--- config.mk ---
export PLATFORM = sky130hd
export DESIGN_NAME = kernel_job_driver
export DESIGN_NICKNAME = d
export VERILOG_FILES = /design/src/rtl/kernel_job_driver.sv
export SDC_FILE = /design/constraint.sdc
export NUM_CORES = 1
export LEC_CHECK = 0
export BUFFER_PORTS_ARGS = -buffer_cell sky130_fd_sc_hd__buf_2
export CORE_MARGIN = 4
export CORE_UTILIZATION = 35
export DETAILED_ROUTE_END_ITERATION = 8
export PLACE_DENSITY_LB_ADDON = 0.3
export SYNTH_ARGS = -nofsm -noshare
export SYNTH_HDL_FRONTEND = slang
export SYNTH_SLANG_ARGS = --single-unit
--- constraint.sdc ---
create_clock -name clk -period 2.9 [get_ports clk]
set_input_delay 0.29 -clock clk [delete_from_list [all_inputs] [get_ports clk]]
set_output_delay 0.29 -clock clk [all_outputs]
set_load 0.005 [all_outputs]
--- src/rtl/kernel_job_driver.sv ---
// kernel_job_driver: issues a run of consecutive operands (n, n+1, ...) to a
// streaming kernel and buffers its results in a small FWFT FIFO for the host.
// Issue is credit-limited so that in-flight jobs plus buffered results never
// exceed DEPTH. This means a kernel result always has a free FIFO slot.
//
// Handshake rule used on every channel (k_n, k_res, result): a transfer happens
// on a rising clk edge where valid and ready are both 1. The sender holds its
// data stable while valid=1 and ready=0. Valid never depends on ready in the
// same cycle.
module kernel_job_driver #(
  parameter int IN_W   = 10,
  parameter int OUT_W  = 10,
  parameter int JOBS_W = 8,
  parameter int DEPTH  = 4,
  parameter int CYC_W  = 32
) (
  input  logic              clk,
  input  logic              rst,
  input  logic              go,
  input  logic [IN_W-1:0]   n,
  input  logic [JOBS_W-1:0] jobs,
  output logic [IN_W-1:0]   k_n,
  output logic              k_n_vld,
  input  logic              k_n_rdy,
  input  logic [OUT_W-1:0]  k_res,
  input  logic              k_res_vld,
  output logic              k_res_rdy,
  output logic [OUT_W-1:0]  result,
  output logic              result_valid,
  input  logic              result_ready,
  output logic              busy,
  output logic              done,
  output logic              err,
  output logic [CYC_W-1:0]  cycles,
  output logic [1:0]        state_dbg
);

  localparam int AW = $clog2(DEPTH);
  localparam int CW = $clog2(DEPTH) + 1;
  localparam logic [CW:0] DEPTH_V = (CW+1)'(DEPTH);

  typedef enum logic [1:0] {S_IDLE = 2'd0, S_RUN = 2'd1, S_DONE = 2'd2} state_t;

  state_t            state_q, state_d;
  logic [IN_W-1:0]   n_q;
  logic [JOBS_W-1:0] jobs_q, issued_q, received_q;
  logic [CW-1:0]     outstanding_q, fifo_count_q;
  logic [AW-1:0]     wr_ptr_q, rd_ptr_q;
  logic [OUT_W-1:0]  mem_q [DEPTH];
  logic [CYC_W-1:0]  cycles_q;
  logic              err_q;

  logic start, issue_fire, res_fire, push, drop, pop, last_res, fifo_empty;

  assign fifo_empty = (fifo_count_q == '0);
  assign start      = (state_q == S_IDLE) && go;
  assign issue_fire = k_n_vld && k_n_rdy;
  assign res_fire   = k_res_vld && k_res_rdy;
  assign push       = res_fire && (outstanding_q != '0);
  assign drop       = res_fire && (outstanding_q == '0);
  assign pop        = !fifo_empty && result_ready;
  assign last_res   = push && (({1'b0, received_q} + 1'b1) == {1'b0, jobs_q});

  // Next-state and handshake outputs; issue credit uses registered counts only.
  always_comb begin
    state_d   = state_q;
    busy      = 1'b0;
    done      = 1'b0;
    k_res_rdy = 1'b0;
    k_n_vld   = 1'b0;
    k_n       = '0;
    unique case (state_q)
      S_IDLE: if (go) state_d = (jobs == '0) ? S_DONE : S_RUN;
      S_RUN: begin
        busy      = 1'b1;
        k_res_rdy = 1'b1;
        k_n       = n_q + IN_W'(issued_q);
        k_n_vld   = (issued_q < jobs_q) &&
                    (({1'b0, outstanding_q} + {1'b0, fifo_count_q}) < DEPTH_V);
        if (last_res) state_d = S_DONE;
      end
      S_DONE: begin
        done = 1'b1;
        if (!go && fifo_empty) state_d = S_IDLE;
      end
      default: state_d = S_IDLE;
    endcase
  end

  // State register.
  always_ff @(posedge clk) begin
    if (rst) state_q <= S_IDLE;
    else     state_q <= state_d;
  end

  // Job bookkeeping: latched operands, issue/receive counters, error, cycles.
  always_ff @(posedge clk) begin
    if (rst) begin
      n_q           <= '0;
      jobs_q        <= '0;
      issued_q      <= '0;
      received_q    <= '0;
      outstanding_q <= '0;
      cycles_q      <= '0;
      err_q         <= 1'b0;
    end else if (start) begin
      n_q           <= n;
      jobs_q        <= jobs;
      issued_q      <= '0;
      received_q    <= '0;
      outstanding_q <= '0;
      cycles_q      <= '0;
      err_q         <= 1'b0;
    end else begin
      if (issue_fire) issued_q <= issued_q + 1'b1;
      if (push) received_q <= received_q + 1'b1;
      if (issue_fire && !push)      outstanding_q <= outstanding_q + 1'b1;
      else if (!issue_fire && push) outstanding_q <= outstanding_q - 1'b1;
      if (drop) err_q <= 1'b1;
      if (state_q == S_RUN && cycles_q != '1) cycles_q <= cycles_q + 1'b1;
    end
  end

  // Result FIFO pointers and occupancy; push and pop together leave the count alone.
  always_ff @(posedge clk) begin
    if (rst) begin
      wr_ptr_q     <= '0;
      rd_ptr_q     <= '0;
      fifo_count_q <= '0;
    end else begin
      if (push) wr_ptr_q <= wr_ptr_q + 1'b1;
      if (pop)  rd_ptr_q <= rd_ptr_q + 1'b1;
      if (push && !pop)      fifo_count_q <= fifo_count_q + 1'b1;
      else if (!push && pop) fifo_count_q <= fifo_count_q - 1'b1;
    end
  end

  // FIFO storage; contents are only visible through the non-empty gate below.
  always_ff @(posedge clk) begin
    if (push) mem_q[wr_ptr_q] <= k_res;
  end

  assign result_valid = !fifo_empty;
  assign result       = fifo_empty ? '0 : mem_q[rd_ptr_q];
  assign err          = err_q;
  assign cycles       = cycles_q;
  assign state_dbg    = state_q;

endmodule

# == Yosys cells after proc, flatten, opt, wreduce, memory -nomap -nowiden ==
# Memories as Yosys holds them, arrays and structs flattened. A register that Yosys moved wholly into a read port is not among the register bits.
# Index checks and enable logic that the tools add are counted.
# op_classes
n_eq_ne,7
reduce_logical,28
mux,18
n_addsub,12
n_lt_le_gt_ge,2
# op_table
cell,count
adder 32 x 1 -> 32 bit (second input constant),1
inequality test 32 bit (second input constant),1
two-way mux 10 bit,2
adder 8 x 1 -> 8 bit (second input constant),2
logical AND 1 bit,14
two-way mux 2 bit,6
two-way mux 3 bit,4
adder 10 x 8 -> 10 bit,1
adder 8 x 1 -> 9 bit (second input constant),1
equality test 9 x 8 -> 1 bit,1
zero test 8 bit,1
less-than comparator 8 bit,1
adder 3 x 1 -> 3 bit (second input constant),2
zero test 3 bit,2
inequality test 2 bit (second input constant),3
case mux 2 bit (3 select lines),1
subtractor 3 x 1 -> 3 bit (second input constant),2
zero test 1 bit,5
two-way mux 1 bit,5
adder 2 x 1 -> 2 bit (second input constant),2
adder 3 x 3 -> 4 bit,1
less-than comparator 4 x 3 -> 1 bit (second input constant),1
nonzero test 2 bit,2
AND reduction 3 bit,1
other kinds (5),5
# totals
out_inout_bits,60
n_memories,1
register_bits,79
ram_bits,40
wordCells,79
# memory_table
name,depth,width,rd,rd_clocked_by_memory_dff,wr,line,source
mem_q,4,10,1,1,1,49,logic [OUT_W-1:0] mem_q [DEPTH];

# == Depth between registers and ports, before layout ==
# Gate-level depths: netlist of run 1.
# logic_depth
ltp_word,9
mapped_depth,13
ltp_nobuf,13

# == Worst setup path before layout of run 1 ==
# Ideal clock, no wire load.
# synth_path
path_kind,reg2reg
from,reg jobs_q[7]
to,reg outstanding_q[2]
setup_ns,0.070
slack_ns,0.145
t_arrival_ns,2.685
synth_period_minus_slack_ns,2.755
path_stages_with_launch,14
path_cell_list,dfxtp_1 inv_1 ha_1 nor4_1 nand4_1 or2_2 a21oi_1 and2_1 ha_1 inv_1 fa_1 xor2_1 or3_1 a21oi_1
# synth_between
elab_chain_len,7
elab_cells_between_ends,9
classes_between,order compare (1); mux (2); reduce/logical (6)
# synth_lines
element,line,source
from (decl),46,"logic [JOBS_W-1:0] jobs_q, issued_q, received_q;"
from (signal assigned),108,jobs_q <= jobs;
less-than comparator 8 bit (*),78,k_n_vld = (issued_q < jobs_q) &&
logical AND 1 bit (*),78,
two-way mux 1 bit (*),72,unique case (state_q)
net k_n_vld,23,"output logic k_n_vld,"
logical AND 1 bit (*),57,assign issue_fire = k_n_vld && k_n_rdy;
net issue_fire,53,"logic start, issue_fire, res_fire, push, drop, pop, last_res, fifo_empty;"
zero test 1 bit,118,else if (!issue_fire && push) outstanding_q <= outstanding_q - 1'b1;
logical AND 1 bit,118,
nonzero test 2 bit (no source line),--,
to (signal assigned),117,if (issue_fire && !push) outstanding_q <= outstanding_q + 1'b1;
to (signal assigned),118,
to (decl),47,"logic [CW-1:0] outstanding_q, fifo_count_q;"
# The timed path passes the listed nets; every way through them passes the cells marked *.
# A chain may end at the register's enable or synchronous reset.

# == Final worst setup path of run 1 ==
# layout_path
from,reg outstanding_q[2]
to,reg outstanding_q[2]
# layout_between
elab_chain_len,8
elab_cells_between_ends,16
classes_between,add/sub (3); order compare (1); mux (3); reduce/logical (9)
# layout_lines
element,line,source
adder 3 x 3 -> 4 bit (*),79,"(({1'b0, outstanding_q} + {1'b0, fifo_count_q}) < DEPTH_V);"
less-than comparator 4 x 3 -> 1 bit (*),79,
logical AND 1 bit (*),78,
two-way mux 1 bit (*),72,
logical AND 1 bit (*),57,
net issue_fire,53,
zero test 1 bit,118,
logical AND 1 bit,118,
nonzero test 2 bit (no source line),--,
# The timed path passes the listed nets; every way through them passes the cells marked *. The select of a mux whose other input is x is not followed.

==> out/metrics.yaml, run 1 <==
outcome: "finished, final reports clean"
synth_fa_ha_area_frac: 0.0646
maxCapViolCount: 0
required_ns: 3.23
cts_buffer_depth: 2
min_to: "mem_q[2][2]$_DFFE_PP_"
antenna_found_initial: 1
start_util: 0.359
row_count: 47
crit_path_max_fanout: 5
wl_per_cell_um: 14.9
ctsHoldBuffers: 0
setup_tns_ns: 0
hold_slack_ns: 0.0925
ys_seq_elements: 121
clkTransAtPathRegs_ns: 0.06
diodes: 0
startpoint_type: "register"
clk_latency_ns: 0.41
synth-compound-area-share: 0.0824
finalCritPeriodShare: 0.978
grt_overflow_total: 0
synth-xor-area-share: 0.0807
final_nets: 761
ir_drop_mv: 0.459
grt_setup_unrepaired: "yes"
synthFlopType: "dfxtp_1"
gp_congestion: 0.802
tritoncts: "done"
synthSimpleGateAreaFrac: 0.217
min_period_ns: 2.84
first_pass_iters: 4
fp.dieH_um: 139
die_area_um2: 19200
slew_headroom: 0.524
r2r-start: "outstanding_q[2]$_SDFFE_PP0P_"
cts_buffers: 17
synth.distinct_cells: 65
synth_warnings: 0
skew_ns: 0.00743
wl_um: 13900
powerDensity_nw_per_um2: 658
grt_pass1_wl_um: 23200
drt-initial-drc-count: 174
syn_area_per_cell_um2: 10.1
hpwl_um: 9990
muxShareOfSynthArea: 0.0512
num_io_pins: 94
drc_errors: 0
vias_per_cell: 5.00
leakage_nw: 3.00
crit_top_cell: "ha_4"
hold_path.class: "primary input to register"
dpl_cell_area_um2: 6720
areaGrowthSynthToFinish_pct: 24.5
synth_nets: 654
cp_top_family: "simple AND/OR/NAND/NOR gates"
grt_max_degree: 40
grt_pass1_vias: 4722
setup_violations: 0
cts_root_buffer: "clkbuf_16"
crit_buf_inv: 1
yosysSeqAreaShare: 0.473
cp_data_arrival_time_ns: 3.17
reg2reg_depth: 12
clkSinkCount: 121
fin_util: 0.447
worstHoldStart: "k_res[2]"
netlist_area_um2: 5970
post-route-cell-area_um2: 7430
hold_viol: 0
hold_depth: 1
path_class: "register to register"
crit_chain: "ha_4 > nor4_4 > nand4_1 > or2_4 > a21oi_4 > and2_4 > ha_4 > inv_1 > fa_2 > xor2_1 > or3_1 > a21oi_2"
finalMaxSlewViolations: 0
cpMaxStageDelayCell: "or3_1"
drive_gt1_frac: 0.262
slowest_delay_ns: 0.38
max_slew.worst_pin.slew_ns: 0.713
synth_top_family_by_area: "simple AND/OR/NAND/NOR gates"
syn_inst: 591
ant_nets: 0
synth-edff-count: 40
vias: 4655
coreArea_um2: 16600
io_buffers: 93
rrSetupSlack_ns: 0.06
die_w_um: 139
r2r_end: "outstanding_q[2]$_SDFFE_PP0P_"
htree_levels: 4
synthArstFlopShare: 0
grt_util_all_layers: 0.148
critPathCaptureType: "register"
fmax_mhz: 353
## metrics by stage
step,total power [mW],cells,worst slack (ns)
after CTS,4.93,930,0.00246
after detailed placement,2.71,897,-0.0391
after global routing,5.16,931,-0.0423
final,4.89,931,0.0640
after global placement,2.69,897,0.113
after floorplan,2.39,591,0.145
## power by group
part	switching, mW	internal [mW]	total, mW
clock	0.806	1.37	2.18
sequential	0.0828	1.82	1.90
combinational	0.414	0.404	0.818
## state kept, by name (all words and copies together) (netlist names), named ones only
register and count:
jobs_q 8, state_dbg 2, fifo_count_q 3, n_q 10, cycles 32, err 1, received_q 8, outstanding_q 3
mem_q 40, wr_ptr_q 2, issued_q 8, rd_ptr_q 2
## cell usage in the layout (no fill, tap or decap), drive strengths merged, types with 4 or more instances in the layout
cell / n
clkinv: 5
a21o: 4
a31oi: 6
mux2i: 8
and4: 4
and2: 19
edfxtp: 40
dfxtp: 81
nor3: 10
inv: 21
ha: 26
a21oi: 36
buf: 110
nand2: 67
mux4: 10
xnor2: 16
xor2: 39
clkbuf: 18
nand4: 19
and3: 9
nor2: 67
o21ai: 10
or3: 10
nand3: 29
nor4: 6
## worst max-delay path by stage
stage	start	end	slack (ns)	depth (start not counted)
after floorplan	jobs_q[7]$_SDFFE_PP0P_	outstanding_q[2]$_SDFFE_PP0P_	0.15	13
after global placement	jobs_q[7]$_SDFFE_PP0P_	outstanding_q[2]$_SDFFE_PP0P_	0.11	13
after detailed placement	jobs_q[7]$_SDFFE_PP0P_	outstanding_q[2]$_SDFFE_PP0P_	-0.04	13
after CTS	jobs_q[7]$_SDFFE_PP0P_	outstanding_q[2]$_SDFFE_PP0P_	0.002	13
after global routing	outstanding_q[2]$_SDFFE_PP0P_	outstanding_q[2]$_SDFFE_PP0P_	-0.04	12
final	outstanding_q[2]$_SDFFE_PP0P_	outstanding_q[2]$_SDFFE_PP0P_	0.06	12
## cells in the mapped netlist (all sizes together) (13+ instances only)
master,n,share of area
dfxtp,81,0.27
and2,19,0.020
nand4,19,0.021
edfxtp,40,0.20
nand2,67,0.042
ha,26,0.055
xor2,39,0.057
a21oi,36,0.031
nand3,29,0.025
xnor2,16,0.023
clkbuf,13,0.012
inv,16,0.010
nor2,67,0.043
## logic make-up after synthesis
family / Yosys count
buf+inv: 38
flops: 121
simple gates: 253
compound gates: 77
xor+xnor: 55
fa+ha+maj: 29
mux: 18
## layout make-up
| type | instances | area, um2 |
|---|---|---|
| clock buffers | 18 | 429 |
| clock inverters | 14 | 185 |
| fillers | 1600 | 9210 |
| inverters | 16 | 62.6 |
| multi-input cells | 432 | 3050 |
| flip-flops and latches | 121 | 2830 |
| well taps | 220 | 275 |
| repair buffers | 110 | 606 |
## layer usage
metal  wire length [um]  track usage  vias to the layer above
met5                  7            0                        -
met3                538       0.0393                       26
met4                342       0.0655                        2
met2               6840        0.247                       92
met1               6150        0.182                     2216
li1                   -            -                     2319
## timing repair
action / CTS / global route
pin swaps: 2 / 7
cloned: 0 / 0
buffers inserted: 1 / 1
gates resized for setup: 8 / 14
hold endpoints to repair: 0 / 0
setup endpoints to repair: 2 / 3
(Power assumes the default switching activity.)
==> run 2, diff against run 1 <==
--- a/config.mk
+++ b/config.mk
@@ -5,10 +5,10 @@
 export SDC_FILE = /design/constraint.sdc
 export NUM_CORES = 1
 export LEC_CHECK = 0
-export BUFFER_PORTS_ARGS = -buffer_cell sky130_fd_sc_hd__buf_2
 export CORE_MARGIN = 4
 export CORE_UTILIZATION = 35
 export DETAILED_ROUTE_END_ITERATION = 8
+export DONT_BUFFER_PORTS = 1
 export PLACE_DENSITY_LB_ADDON = 0.3
 export SYNTH_ARGS = -nofsm -noshare
 export SYNTH_HDL_FRONTEND = slang
==> out/metrics.yaml, run 2 (same netlist as run 1, synthesis figures left out) <==
path_class: "register to register"
slew_headroom: 0.258  # -0.266
row_count: 47  # unchanged
rrSetupSlack_ns: 0.14  # +0.07 ns
first_pass_iters: 4  # unchanged
drc_errors: 0  # unchanged
grt_overflow_total: 0  # unchanged
final_cell_mix: "78 x dfxtp_1, 67 x nand2_1, 66 x nor2_1"
drive_gt1_frac: 0.145  # -0.116
cts_root_buffer: "clkbuf_16"
fin_cells: 860  # -7.6%
cts_buffer_depth: 2  # unchanged
r2r_end: "outstanding_q[2]$_SDFFE_PP0P_"
fmax_mhz: 362  # +2.6%
areaGrowthSynthToFinish_pct: 19.8
wl_per_cell_um: 15.8  # +6.3%
grt_pass1_wl_um: 22300  # -4.1%
tritoncts: "done"
hpwl_um: 9490  # -4.9%
powerDensity_nw_per_um2: 677  # +2.8%
grt_max_degree: 39  # -2.5%
setup_violations: 0  # unchanged
ir_drop_mv: 0.529  # +15%
hold_depth: 2  # +1
fillers: 1599  # -0.063%
multiInputGateArea_um2: 3010  # -1.2%
largest_reg_flops: 40  # unchanged
r2r-start: "outstanding_q[2]$_SDFFE_PP0P_"
reg2reg_depth: 12  # unchanged
ant_nets: 0  # unchanged
min_period_ns: 2.76  # -0.0723 ns
seqCellArea_um2: 2830  # -0.13%
clk_latency_ns: 0.41  # about the same
grt_util_all_layers: 0.144  # -0.00466
coreArea_um2: 16600  # unchanged
setup_tns_ns: 0  # unchanged
leakage_nw: 2.65  # -12%
hold_viol: 0  # unchanged
outcome: "finished, final reports clean"
die_w_um: 139  # unchanged
hold_path.class: "primary input to register"
cts_buffers: 17  # unchanged
clkTransAtPathRegs_ns: 0.06  # about the same
num_io_pins: 94  # unchanged
gp_congestion: 0.825  # +2.8%
vias_per_cell: 5.15  # +3.1%
vias: 4432  # -4.8%
top_register: "mem_q"
worstSetupEndpoint: "outstanding_q[2]$_SDFFE_PP0P_"
wl_um: 13600  # -1.8%
htree_levels: 4  # unchanged
maxCapViolCount: 0  # unchanged
dp.cells: 807  # -10%
finalCritPeriodShare: 0.953  # -0.0249
start_util: 0.359  # unchanged
diodes: 0  # unchanged
cp_data_arrival_time_ns: 3.10  # -0.07 ns
clkSinkCount: 121  # unchanged
required_ns: 3.23  # about the same
critPathCaptureType: "register"
drt-initial-drc-count: 181  # +4.0%
finalMaxSlewViolations: 0  # unchanged
max_slew.worst_pin.slew_ns: 1.11  # +0.396 ns
die_area_um2: 19200  # unchanged
grt_pass1_vias: 4444  # -5.9%
antenna_found_initial: 0  # -1
crit_start: "outstanding_q[2]$_SDFFE_PP0P_"
skew_ns: 0.00802  # +0.000591 ns
crit_path_max_fanout: 5  # unchanged
final_common_cell: "dfxtp_1"
io_buffers: 0  # -100%
fp.dieH_um: 139  # unchanged
final_nets: 690  # -9.3%
startpoint_type: "register"
run 2: changes by cell type in the layout (fill, tap and decap cells not counted), moves of 2 or more:
cell           change
dlygate4sd3_1     +19
clkinv_4           -4
buf_4              +3
ha_2               +2
buf_2             -93
inv_8              +4
run 2: worst max-delay path, cell delays in order, from the launching register on:
cell and delay (ns):
dfxtp_2 0.38, ha_4 0.21, nor4_2 0.25, nand4_1 0.14
or2_4 0.25, a21oi_2 0.13, and2_1 0.16, ha_2 0.18
inv_1 0.05, fa_2 0.33, xor2_1 0.17, or3_1 0.30
a21oi_1 0.15
run 2: metrics by stage:
stage	hold slack (ns)	power, mW	util	instance area, um2	setup slack (ns)
finish	0.0220	4.84	0.430	7150	0.136
global route	0.00866	5.09	0.430	7150	-0.0145
CTS	0.00167	4.88	0.427	7100	0.0306
detailed placement	0.364	2.57	0.377	6270	0.0540
global placement	0.363	2.55	0.377	6270	0.120
floorplan	0.389	2.39	-	5970	0.145
run 2: where the power goes:
| group | switching (mW) | internal (mW) |
|---|---|---|
| Combinational | 0.370 | 0.312 |
| Sequential | 0.0832 | 1.82 |
| Clock | 0.865 | 1.39 |
| Total | 1.32 | 3.52 |
run 2: per-layer routing:
layer / track usage / share of wire / vias to the layer above
li1: - / - / 2186
met1: 0.167 / 0.43 / 2141
met4: 0.0608 / 0.016 / 0
met2: 0.246 / 0.50 / 90
met3: 0.0448 / 0.053 / 15
met5: 0 / 0 / -
run 2: final cells by class:
cell class                      instances  share of cell area
Tap cell                              220              0.0385
Multi-Input combinational cell        432               0.421
Clock inverter                         15              0.0282
Clock buffer                           17              0.0595
Sequential cell                       121               0.395
Timing Repair Buffer                   39              0.0493
Inverter                               16             0.00875
run 2: what timing repair did:
item                       4_1_cts  5_1_grt
hold buffers                    19        0
setup endpoints to repair        1        2
pin swaps                        2        5
gates resized for setup          4        9
cloned                           0        0
hold endpoints to repair        68        0
buffers inserted                 0        2
run 2: worst min-delay path by stage:
| stage | start | endpoint | slack [ns] |
|---|---|---|---|
| 4_1_cts | n[7] | n_q[7]$_SDFFE_PP0P_ | 0.002 |
| 3_3_place_gp | rst | n_q[4]$_SDFFE_PP0P_ | 0.36 |
| 6_report | n[7] | n_q[7]$_SDFFE_PP0P_ | 0.02 |
| 3_5_place_dp | rst | n_q[4]$_SDFFE_PP0P_ | 0.36 |
| 5_1_grt | n[7] | n_q[7]$_SDFFE_PP0P_ | 0.009 |
| 2_1_floorplan | k_res[0] | mem_q[0][0]$_DFFE_PP_ | 0.39 |
